===== src/rtl/slave_mem_port.sv =====
// Bit-serial slave that turns read/write command frames into single memory accesses and
// streams read data back MSB first. Define SLAVE_PARITY_EN to add even parity on data.
module slave_mem_port #(
    parameter int unsigned MEMORY_DEPTH = 4092,
    parameter int unsigned DATA_WIDTH   = 16,
    localparam int unsigned ADDR_WIDTH  = $clog2(MEMORY_DEPTH)
) (
    input  logic                  clk,
    input  logic                  rst,
    input  logic                  s_in,
    input  logic                  s_valid,
    output logic                  s_out,
    output logic                  s_out_valid,
    output logic                  busy,
    output logic                  done,
    output logic                  err,
    output logic                  mem_wr,
    output logic [ADDR_WIDTH-1:0] mem_addr,
    output logic [DATA_WIDTH-1:0] mem_data,
    input  logic [DATA_WIDTH-1:0] mem_q
);

    localparam int unsigned MaxWidth = (ADDR_WIDTH > DATA_WIDTH) ? ADDR_WIDTH : DATA_WIDTH;
    // One spare count so SEND can reach DATA_WIDTH when a parity bit is appended
    localparam int unsigned CntWidth = $clog2(MaxWidth + 1);
    localparam logic [CntWidth-1:0] AddrLast = CntWidth'(ADDR_WIDTH - 1);
    localparam logic [CntWidth-1:0] DataLast = CntWidth'(DATA_WIDTH - 1);
`ifdef SLAVE_PARITY_EN
    localparam logic [CntWidth-1:0] SendLast = CntWidth'(DATA_WIDTH);
`else
    localparam logic [CntWidth-1:0] SendLast = CntWidth'(DATA_WIDTH - 1);
`endif

    typedef enum logic [2:0] {
        StIdle,
        StAddr,
        StData,
        StWrite,
        StReadAddr,
        StReadCap,
        StSend
`ifdef SLAVE_PARITY_EN
        ,
        StParity
`endif
    } state_e;

    state_e                state_q, state_d;
    logic [CntWidth-1:0]   cnt_q, cnt_d;
    logic                  cmd_q, cmd_d;
    logic [ADDR_WIDTH-1:0] addr_q, addr_d;
    logic [DATA_WIDTH-1:0] data_q, data_d;
    logic                  err_q, err_d;
`ifdef SLAVE_PARITY_EN
    logic                  par_q, par_d;
`endif

    always_comb begin
        state_d = state_q;
        cnt_d   = cnt_q;
        cmd_d   = cmd_q;
        addr_d  = addr_q;
        data_d  = data_q;
        err_d   = 1'b0;
`ifdef SLAVE_PARITY_EN
        par_d   = par_q;
`endif

        case (state_q)
            StIdle: begin
                if (s_valid) begin
                    cmd_d   = s_in;
                    state_d = StAddr;
                end
            end
            StAddr: begin
                if (!s_valid) begin
                    err_d   = 1'b1;
                    state_d = StIdle;
                end else begin
                    addr_d = {addr_q[ADDR_WIDTH-2:0], s_in};
                    cnt_d  = cnt_q + 1'b1;
                    if (cnt_q == AddrLast) state_d = cmd_q ? StData : StReadAddr;
                end
            end
            StData: begin
                if (!s_valid) begin
                    err_d   = 1'b1;
                    state_d = StIdle;
                end else begin
                    data_d = {data_q[DATA_WIDTH-2:0], s_in};
                    cnt_d  = cnt_q + 1'b1;
`ifdef SLAVE_PARITY_EN
                    if (cnt_q == DataLast) state_d = StParity;
`else
                    if (cnt_q == DataLast) state_d = StWrite;
`endif
                end
            end
`ifdef SLAVE_PARITY_EN
            StParity: begin
                // Even parity: the received bit must make the total count of ones even
                if (!s_valid || (s_in != ^data_q)) begin
                    err_d   = 1'b1;
                    state_d = StIdle;
                end else begin
                    state_d = StWrite;
                end
            end
`endif
            StWrite:    state_d = StIdle;
            StReadAddr: state_d = StReadCap;
            StReadCap: begin
                data_d  = mem_q;
`ifdef SLAVE_PARITY_EN
                par_d   = ^mem_q;
`endif
                state_d = StSend;
            end
            StSend: begin
                data_d = {data_q[DATA_WIDTH-2:0], 1'b0};
                cnt_d  = cnt_q + 1'b1;
                if (cnt_q == SendLast) state_d = StIdle;
            end
            default: state_d = StIdle;
        endcase

        if (state_d != state_q) cnt_d = '0;
    end

    always_ff @(posedge clk) begin
        if (rst) begin
            state_q <= StIdle;
            cnt_q   <= '0;
            cmd_q   <= 1'b0;
            addr_q  <= '0;
            data_q  <= '0;
            err_q   <= 1'b0;
`ifdef SLAVE_PARITY_EN
            par_q   <= 1'b0;
`endif
        end else begin
            state_q <= state_d;
            cnt_q   <= cnt_d;
            cmd_q   <= cmd_d;
            addr_q  <= addr_d;
            data_q  <= data_d;
            err_q   <= err_d;
`ifdef SLAVE_PARITY_EN
            par_q   <= par_d;
`endif
        end
    end

    logic send_bit;
`ifdef SLAVE_PARITY_EN
    assign send_bit = (cnt_q == SendLast) ? par_q : data_q[DATA_WIDTH-1];
`else
    assign send_bit = data_q[DATA_WIDTH-1];
`endif

    assign busy        = (state_q != StIdle);
    assign mem_wr      = (state_q == StWrite);
    assign s_out_valid = (state_q == StSend);
    assign s_out       = s_out_valid & send_bit;
    assign done        = mem_wr | (s_out_valid && (cnt_q == SendLast));
    assign err         = err_q;
    assign mem_addr    = addr_q;
    assign mem_data    = data_q;

endmodule


===== config.mk =====
export PLATFORM = sky130hd
export DESIGN_NAME = slave_mem_port
export DESIGN_NICKNAME = d
export VERILOG_FILES = /design/src/rtl/slave_mem_port.sv
export SDC_FILE = /design/constraint.sdc
export NUM_CORES = 1
export LEC_CHECK = 0
export CORE_MARGIN = 2
export CORE_UTILIZATION = 40
export CTS_BUF_LIST = sky130_fd_sc_hd__clkbuf_16
export DETAILED_ROUTE_END_ITERATION = 16
export GPL_ROUTABILITY_DRIVEN = 1
export PLACE_DENSITY = 0.73
export SYNTH_ARGS = -nofsm -noshare
export SYNTH_HDL_FRONTEND = slang
export SYNTH_SLANG_ARGS = --single-unit

===== constraint.sdc =====
create_clock -name clk -period 1.6 [get_ports clk]
set_input_delay 0.48 -clock clk [delete_from_list [all_inputs] [get_ports clk]]
set_output_delay 0.48 -clock clk [all_outputs]
set_load 0.03 [all_outputs]

Word level (Yosys, flattened, before mapping) --
Cells that the tools add are included.
Operators by class: equality and inequality tests 11, muxes and demuxes 13, bitwise gates (word level) 3, add/sub/neg operators 1, reduce and logical (&&, ||, !) cells 12
Operators by type and width (count):
- 16-bit one-hot mux with 3 select lines | 1
- 3-bit 2-to-1 mux | 7
- 3-bit one-hot mux with 6 select lines | 1
- 16-bit 2-to-1 mux | 1
- 5-bit by 4-bit equality test with 1-bit output, second input constant | 2
- 5-bit one-hot mux with 2 select lines | 1
- 3-bit equality test, second input constant | 3
- 2-bit AND reduction | 4
- 3-bit by 2-bit equality test with 1-bit output, second input constant | 2
- 3-bit nonzero test | 2
- 2-bit OR reduction | 3
- 5-bit by 1-bit adder with 5-bit output, second input constant | 1
- 5-bit 2-to-1 mux | 1
- 3-bit by 1-bit equality test with 1-bit output, second input constant | 1
- 3-bit logical NOT | 1
- 3-bit != test | 1
- 2-bit by 1-bit != test with 1-bit output, second input constant | 1
- 2-bit != test, second input constant | 1
- 2-bit nonzero test | 1
- 1-bit AND | 1
- 1-bit logical AND | 1
- 1-bit 2-to-1 mux | 1
- 1-bit NOT | 1
- 1-bit bitwise OR | 1
Storage, ports and cells: input port bits 20, bits in registers 38, word-level logic and storage cells 46, output and inout bits 34

Longest topological paths before layout --
depth after elaboration 6, depth in mapped cells 7, gate-level depth less buffers 7

Worst setup path after synthesis --
Ideal clock, no wire load.
path type register -> output, start register state_q[1], end output port done, cell stages (with the launch flop) 5, required time 1.120 ns, arrival time 1.329 ns, setup slack -0.209 ns, path through dfxtp_1 -> buf_2 -> nand2_1 -> nor2_1 -> a21o_1
Between the ends: elaborated cells between the ends (all ways) 4
RTL lines:
- start: declaration | RTL line 48 | state_e state_q, state_d;
- start signal: assignment | RTL line 133 | state_q <= StIdle;
- start signal: assignment | RTL line 143 | state_q <= state_d;
- 3-bit by 2-bit equality test with 1-bit output | RTL line 163 | assign mem_wr = (state_q == StWrite);
- net mem_wr | RTL line 17 | output logic mem_wr,
- 1-bit bitwise OR | RTL line 166 | assign done = mem_wr | (s_out_valid && (cnt_q == SendLast));
- end: declaration | RTL line 15 | output logic done,
The timed path passes the listed nets, and every way through them passes these cells.

Final worst setup path --
start register cnt_q[0], end output port done
Between the ends: longest elaborated chain between the ends 3
Ends and longest elaborated chain:
- start: declaration | RTL line 49 | logic [CntWidth-1:0] cnt_q, cnt_d;
- start signal: assignment | RTL line 144 | cnt_q <= cnt_d;
- 5-bit by 4-bit equality test with 1-bit output | RTL line 166
- 1-bit logical AND | RTL line 166
- 1-bit bitwise OR | RTL line 166
Every way passes these cells.

==> impl_results.md <==
- Detailed placement HPWL: 2.97 mm
- TritonCTS clock tree: built
- WL met1: around 2.3 mm
- Violated checks: negative setup slack
- Hold Path Depth: 2
- Netlist cell types: 31
- RSZ-0062 raised after global routing: yes
- Routed met3 length: 293 µm
- CTS buffer count: 5
- Final Wtd Congestion: 0.868
- Wirelength, routed: 5.15 mm
- Final Max Tran Viols: 0
- Number of diodes: 0
- Clock skew: 4.44 ps
- CTS sink cnt: 38
- Crit share post-route: 1.19
- Clock-pin slew on the worst setup and hold paths: 60 ps
- Final setup margin: -307 ps
- Most frequent cells in the layout: 33 x dfxtp_1, 29 x nand2_1, 29 x dlygate4sd2_1
- Root Driver: clkbuf_16
- Largest family of logic cells by synthesized area: simple AND/OR/NAND/NOR gates
- Mux cell area share after synthesis: 0.0935
- Top Metal Used: met4
- Global Route Usage Sum: 0.196
- Adder-cell share of the synthesized area: 0.0146
- Die area: 0.00482 mm²
- CTS HTree Levels: 2
- First-pass GRT wire length: 7.85 mm
- CP Data Required Time: 1120 ps
- # rows: 23
- Register area: 769 µm²
- Sequential area share after synthesis: 0.444
- Syn Area/Cell: 8.48 µm²
- Critical Path, Cell by Cell: ha_4, and3_4, ha_4, a21o_4, buf_6
- Mapped Cells: between 200 and 250
- #FFs+latches synth: 38
- Met2 WL: 2.51 mm
- DR vias: roughly 1800
- Max stage delay on crit path: 330 ps
- Vias in the first global route: 1714
- Routed WL per cell: 15.3 µm
- Peak supply drop: 0.521 mV
- Critical-path top delay cell: dfxtp_2
- Final min period: 1910 ps
- Post-route ant nets: 0
- Core area: approximately 0.0041 mm²
- DP Area: 0.00247 mm²
- Fin area: 0.00291 mm²
- Endpoints failing setup: 10
- Placed Cells: between 300 and 400
- Mapped Nets: 224
- Vias per cell: about 5.3
- CTS Buffer Depth: 2
- Worst hold margin: between 400 and 500 ps
- Fmax: approximately 520 MHz
- Critical Path Start Type: flip-flop
- Pleak: approximately 1.2 nW
- Reg-to-reg slack, setup: -210 ps
- DIE WIDTH: between 60 and 70 µm
- Port Buffers: 53
- Synth Area in Compound Gates: 0.183
- Largest net degree at the start of global routing: 32
- Yosys warns: 0
- Starting Density: 0.422
- # fillers: 301
- Slew @ Worst Pin: 332 ps
- Final hold vios: 0
- Slew HR: 0.780
- Post-Synth XOR/XNOR Area: 0.00511
- Nets@finish: 307
- Global route overflow: 0
- Critical Path Sink Type: primary output
- Die Height: between 60 and 70 µm
- Crit path max fanout: 2
- Most common cell after layout, fill and taps aside: dfxtp_1
- Post-Syn Area: about 0.0017 mm²
- Final core utilization: 0.716
- Most used cell along the critical path: ha_4
- Tightest Hold Check Type: reg2reg
- Reg2reg path depth: 9
- Pwr Density: 726 mW/mm²
- Area Overhead vs Synth: 69.7%
- Max Cap Viol: 0
- Initial antenna violation count: 0
- Final Power: 2.11 mW
- 1st-iter DRT viols: 89
- Multi-input gate area: around 0.0011 mm²
- CP Class: reg2out
- Status: complete, but fails checks
- Post-Layout Cell Count: 336
- Dpl ws: -377 ps
- Clock latency on the worst-skew pair: 280 ps
- TNS Setup: -1290 ps
- Layout cell share with drive strength beyond 1: 0.290
- Simple-Gate Fraction of Synth Area: 0.213
- Residual DRC count: 0
- I/O pin cnt: 54
- DRT Pass-1 Iters: 4
- Critical path arrival: 1430 ps
- Post-CTS Hold Buffers: 0
[area by class of cell]
type,count,share of cell area
Inverter,5,0.00646
Sequential cell,38,0.265
Clock buffer,5,0.0430
Timing Repair Buffer,89,0.294
Tap cell,50,0.0215
Multi-Input combinational cell,146,0.365
Clock inverter,3,0.00560
[critical path: cells and delay by family, from the launching register on]
kind,cells,cell delay [ps]
fa+ha+maj,2,310
compound gates,1,190
buf+inv,1,130
flops,1,330
simple gates,1,180
[path summary, 6_finish.rpt]
path / from / to
setup / recovery: cnt_q[0] / done
hold / removal: mem_addr[11] / mem_addr[11]
setup reg to reg: cnt_q[0] / cnt_q[4]
hold reg to reg: mem_addr[11] / mem_addr[11]
[synthesized netlist by cell type, drive strengths merged]
cell,n,area (µm²)
a21o,1,7.51
o21ai,6,30.0
a21oi,20,100
a32oi,1,8.76
nand2,30,113
or3,3,18.8
and4bb,2,25.0
or2,1,6.26
mux2i,16,160
o2bb2ai,1,8.76
a31o,1,8.76
nor2b,3,18.8
and3,2,12.5
ha,2,25.0
nor3,2,10.0
a31oi,2,12.5
dfxtp,38,761
buf,6,36.3
and2,1,6.26
nand3,1,5.00
nand4bb,1,11.3
clkbuf,7,26.3
o221ai,1,8.76
xnor2,1,8.76
nand2b,4,25.0
nor2,26,105
and2b,1,7.51
inv,5,18.8
a211oi,17,128
[kinds of logic (layout without fill, tap and decap cells)]
logic type / Yosys count / count (layout)
AOI/OAI and AO/OA: 50 / 50
xor gates and xnor gates: 1 / 1
adders and majority gates: 2 / 2
buffers and inverters: 18 / 102
DFF: 38 / 38
muxes: 16 / 16
and+or+nand+nor: 77 / 77
[state kept, by name, summed over array words and instances (netlist names)]
| signal | cells |
|---|---|
| mem_addr | 12 |
| err | 1 |
| cnt_q | 5 |
| cmd_q | 1 |
| state_q | 3 |
| mem_data | 16 |
[routing by layer]
layer / vias to the layer above / track usage
met4: 0 / 0.0719
met3: 11 / 0.0596
met5: - / 0
met1: 838 / 0.251
li1: 869 / -
met2: 53 / 0.312
[where the power goes]
group / switching [mW] / leakage (nW) / total, mW / internal [mW]
logic: 0.0935 / 0.815 / 0.192 / 0.0987
clock network: 0.390 / 0.0672 / 0.959 / 0.569
registers: 0.00673 / 0.309 / 0.959 / 0.953
[what timing repair did]
action,in CTS,in global routing
gates resized for setup,52,28
buffers inserted,7,3
pin swaps,9,12
gates cloned,0,2
setup endpoints to repair,55,30
(Power assumes the default switching activity.)
==> RTL change 1: new RTL, same flow settings <==
Build with the macro `SLAVE_PARITY_EN` defined.
--- a/src/rtl/slave_mem_port.sv
+++ b/src/rtl/slave_mem_port.sv
@@ -2,2 +2,4 @@
 // streams read data back MSB first. Define SLAVE_PARITY_EN to add even parity on data.
+`define SLAVE_PARITY_EN
+
 module slave_mem_port #(
Check against the original RTL: same outputs for any inputs over 10 cycles, from zero or initial values and one cycle with rst high; that may be too few to reach the edited logic, so the function may still have changed.
==> RTL change 1 against the original RTL <==
The flow still finishes with violations (negative setup slack). Fmax increased by 1.3%. Power increased by 8.1%. Routed wire length increased by 29%. Design area increased by 26%. Synthesized area increased by 23%. Worst setup slack improved by 0.024 ns. Die area increased by 22%. Sequential cell count increased by 1. Worst hold slack improved by 0.00052 ns. Critical endpoint is now s_out. Largest cell class unchanged. Largest power group is now the clock network. Highest routed layer unchanged.
==> RTL change 1: results (changes against the original RTL) <==
STA
  – # setup viols final: 11 (was 10)
  – Fin worst setup slack: -0.2830 ns (was -0.3074 ns)
  – Setup TNS: -1.614 ns (was -1.293 ns)
  – Worst-Margin Slew: 0.4163 ns (was 0.3320 ns)

Drt
  – Detailed-route via count: 2,236 (was 1,771)
  – Initial drt markers: 153 (was 89)
  – Avg WL per Cell: 15.53 microns (was 15.33 microns)

Yosys
  – Most frequent cells after synthesis: dfxtp_1 (39), nand2_1 (35), nor2_1 (27), xnor2_1 (27), a211oi_1 (19) (was dfxtp_1 (38), nand2_1 (30), nor2_1 (25))
  – Syn nets: 275 (was 224)
  – Area contributors post-synth: dfxtp_1 (37%), xnor2_1 (11%), mux2i_1 (7.6%) (was dfxtp_1 (44%), mux2i_1 (9.3%), a211oi_1 (7.5%))
  – Sequential area share after synthesis: 36.92% (was 44.41%)
  – Post-Syn Area per Cell: 8.391 sq um (was 8.480 sq um)

Global route
  – Global Route Usage Sum: 22.01% (was 19.62%)
  – Vias in the first global route: 2,197 (was 1,714)
  – GR Util met3: 4.353% (was 5.959%)
  – GR Util met2: 36.14% (was 31.20%)

Cells and area
  – Fin cells: 428 (was 336)
  – Layout net count: 380 (was 307)
  – Share of cells above drive strength 1: 41.06% (was 29.02%)

Place
  – GP Congestion: 0.8901 (was 0.8676)
  – Pre-CTS WS: -0.5418 ns (was -0.3766 ns)

Power
  – Leak pwr: 1.616 nW (was 1.191 nW)
  – Worst vdd ir: 0.3960 mV (was 0.5206 mV)
  – Switching Fraction: 25.02% (was 23.24%)

Outcome
  – Failing checks: negative setup slack (unchanged)
  – Status: finished, violations left (unchanged)

Worst setup path
  – Crit path to: s_out (was done)
==> RTL change 1: cell types whose count changed in the layout (fill, tap and decap cells not counted), sizes merged, moves of 6 or more <==
cell	delta
dlygate4sd2	-11
xnor2	+26
buf	+27
dlymetal6s2s	+16
clkdlybuf4s50	-17
xor2	+6
==> RTL change 1: layer usage <==
metal | vias up | wire [microns]
met5 | - | 0
met4 | 0 | 167
met3 | 14 | 363
met2 | 72 | 3285
met1 | 1072 | 2829
li1 | 1078 | -
==> RTL change 1: how the worst min path moves through the flow <==
stage	startpoint	to	slack, ns	depth (start not counted)
finish	mem_addr[11]	mem_addr[11]	0.46	2
global route	mem_addr[11]	mem_addr[11]	0.48	2
CTS	mem_addr[11]	mem_addr[11]	0.46	2
detailed placement	mem_addr[11]	mem_addr[11]	0.45	2
global placement	mem_addr[11]	mem_addr[11]	0.45	2
floorplan	par_q	par_q	0.48	2
==> RTL change 1: kinds of logic (layout without fill, tap and decap cells) <==
family / count (synthesis) / in the layout / synth area share (%)
and+or+nand+nor: 87 / 87 / 19.11
DFF: 39 / 39 / 36.92
muxes: 18 / 18 / 8.816
AOI/OAI and AO/OA: 49 / 49 / 15.21
adders and majority gates: 3 / 3 / 1.775
xor gates and xnor gates: 33 / 33 / 13.67
buffers and inverters: 23 / 129 / 4.497
==> RTL change 1: power by group through the flow <==
stage | Sequential (mW) | Clock, mW | Combinational, mW
after floorplan | 0.996 | 0 | 0.159
after global placement | 0.994 | 0 | 0.289
after detailed placement | 0.995 | 0 | 0.292
after CTS | 0.970 | 0.991 | 0.304
after global routing | 0.973 | 1.03 | 0.349
final | 0.973 | 0.980 | 0.328
==> RTL change 1: area by class of cell <==
class / count / area [sq um] / area share, %
multi-input combinational: 190 / 1523 / 41.52
clock buffer: 5 / 125.1 / 3.412
tap: 70 / 87.58 / 2.388
inverter: 10 / 45.04 / 1.228
sequential: 39 / 827.0 / 22.55
clock inverter: 3 / 17.52 / 0.4777
timing repair buffer: 111 / 1042 / 28.42
==> RTL change 1: worst max-delay path: cells and delay by family (launching register included) <==
| family | cells | cell delay, ns |
|---|---|---|
| AO/OA/AOI/OAI | 1 | 0.14 |
| adder cells (fa/ha/maj) | 1 | 0.16 |
| buffers and inverters | 2 | 0.21 |
| flip-flops | 1 | 0.34 |
| AND/OR/NAND/NOR | 3 | 0.27 |
==> RTL change 1: timing repair <==
item | CTS | global route
setup endpoints to repair | 55 | 29
resized for setup | 75 | 46
setup buffers | 7 | 6
gates cloned | 1 | 0
pin swaps | 27 | 30
==> RTL change 2: new RTL, same settings <==
Without the edit above. Re-encode `state_e` (7 states) as one-hot, 7 bits wide.
--- a/src/rtl/slave_mem_port.sv
+++ b/src/rtl/slave_mem_port.sv
@@ -33,10 +33,10 @@
 
-    typedef enum logic [2:0] {
-        StIdle,
-        StAddr,
-        StData,
-        StWrite,
-        StReadAddr,
-        StReadCap,
-        StSend
+    typedef enum logic [6:0] {
+        StIdle     = 7'b0000001,
+        StAddr     = 7'b0000010,
+        StData     = 7'b0000100,
+        StWrite    = 7'b0001000,
+        StReadAddr = 7'b0010000,
+        StReadCap  = 7'b0100000,
+        StSend     = 7'b1000000
 `ifdef SLAVE_PARITY_EN
Function: no difference found for any inputs over 10 cycles, from zero or initial values and one cycle with rst high; not proved beyond that.
==> RTL change 2 against the original RTL <==
The flow still finishes with violations (negative setup slack). Combinational power increased by 56%. Synthesized area up 25%. Largest cell class unchanged. Sequential share of layout area down 2.9 points. Sequential power rose by 11%. Routed wire length increased by 30%. Sequential cell count increased by 4. Power is 19% higher. Die area increased by 24%. Worst setup slack lost 0.19 ns. Design area grew 25%.
==> RTL change 2: results (changes against the original RTL) <==
Outcome
  – Status: finished, violations left (unchanged)
  – Failing checks: negative setup slack (unchanged)

Place
  – Total placed cells including tap cells: 406 (was 317)
  – Pre-CTS WS: -0.6310 ns (was -0.3766 ns)
  – Hpwl dp: 4196 microns (was 2970 microns)

Cells and area
  – FF/Latch Area: 853.3 sq um (was 769.5 sq um)
  – Share of cells above drive strength 1: 34.44% (was 29.02%)
  – Number of non-clock buffers in the layout: 119 (was 89)
  – Invs w/o clock: 4 (was 5)
  – Buffering overhead: 30.76% (was 29.36%)
  – Multi-In Gates: 190 (was 146)
  – Clock Network Area Fraction: 4.660% (was 4.864%)
  – Fin cells: 433 (was 336)
  – Layout net count: 384 (was 307)
  – FILL cells: 395 (was 301)
  – Area occupied by multi-input gates: 1385 sq um (was 1061 sq um)
  – FFs & Latches: 42 (was 38)

Yosys
  – Sequential area share after synthesis: 39.25% (was 44.41%)
  – Most frequent cells after synthesis: dfxtp_1 (42), nand2_1 (30), nor2_1 (30) (was dfxtp_1 (38), nand2_1 (30), nor2_1 (25))
  – Area contributors post-synth: dfxtp_1 (39%), mux2i_1 (7.9%), a211oi_1 (5.3%) (was dfxtp_1 (44%), mux2i_1 (9.3%), a211oi_1 (7.5%))
  – Syn nets: 276 (was 224)
  – Synth cell types: 48 (was 31)
  – Post-Syn Area per Cell: 8.433 sq um (was 8.480 sq um)

Global route
  – Global Route Usage Sum: 22.21% (was 19.62%)
  – GR Util met3: 6.000% (was 5.959%)
  – GR Util met2: 37.74% (was 31.20%)
  – Met1 usage: 26.97% (was 25.09%)
  – Vias in the first global route: 2,262 (was 1,714)
  – Global-route wire length before repair: 10,680 microns (was 7845 microns)

Worst setup path
  – R2R setup slack: -0.36 ns (was -0.21 ns)
  – Worst Path Max Fanout: 3 (was 2)
  – Slowest cell on the critical path: or3_4 (was dfxtp_2)
  – Worst path arrival time: 1.62 ns (was 1.43 ns)
  – Max stage delay on crit path: 0.40 ns (was 0.33 ns)

Drt
  – Post-Route WL: 6687 microns (was 5152 microns)
  – Initial drt markers: 168 (was 89)

STA
  – Hold Slack: 0.4533 ns (was 0.4587 ns)
  – # setup viols final: 29 (was 10)
  – Clock skew: 0.003972 ns (was 0.004444 ns)
  – Fin worst setup slack: -0.4978 ns (was -0.3074 ns)
  – Worst-Margin Slew: 0.3986 ns (was 0.3320 ns)

Power
  – Sw power: 0.5711 mW (was 0.4903 mW)
==> RTL change 2: routing by layer <==
layer	up-vias	part of all wire (%)	wire length [microns]
met3	6	6.0	402
met1	1074	41	2767
met4	0	1.0	67
li1	1129	-	-
met2	77	52	3449
met5	-	0	0
==> RTL change 2: final timing paths <==
check                    start      endpoint  cells past startpoint
hold reg to reg   mem_addr[11]  mem_addr[11]                      2
hold / removal    mem_addr[11]  mem_addr[11]                      2
setup reg to reg      cnt_q[1]      cnt_q[1]                      8
setup / recovery    state_q[2]         s_out                      4
==> RTL change 2: power by group through the flow <==
stage	clock network [mW]	logic (mW)	registers (mW)
floorplan	0	0.117	1.08
global placement	0	0.238	1.08
detailed placement	0	0.240	1.08
CTS	1.18	0.270	1.06
global route	1.22	0.321	1.06
finish	1.16	0.299	1.06
==> RTL change 2: cells by family (layout without fill, tap and decap cells) <==
| family | Yosys count | after routing | share of synthesized area (%) |
|---|---|---|---|
| and+or+nand+nor | 111 | 111 | 28.21 |
| AOI/OAI and AO/OA | 54 | 54 | 16.30 |
| xor gates and xnor gates | 6 | 6 | 2.453 |
| adders and majority gates | 2 | 2 | 1.168 |
| buffers and inverters | 22 | 131 | 4.673 |
| DFF | 42 | 42 | 39.25 |
| muxes | 17 | 17 | 7.944 |
==> RTL change 2: timing repair <==
action / in CTS / in global routing
setup buffers: 8 / 9
resized for setup: 66 / 30
pin swaps: 13 / 11
setup endpoints to repair: 58 / 43
cloned: 1 / 2
==> RTL change 2: stage by stage <==
stage	cell area (sq um)	TNS [ns]	total power [mW]
6_report	3625	-5.231	2.519
5_1_grt	3625	-9.174	2.600
4_1_cts	3430	-5.445	2.505
3_5_place_dp	3073	-15.06	1.323
3_3_place_gp	3073	-14.00	1.321
2_1_floorplan	2185	-2.710	1.198
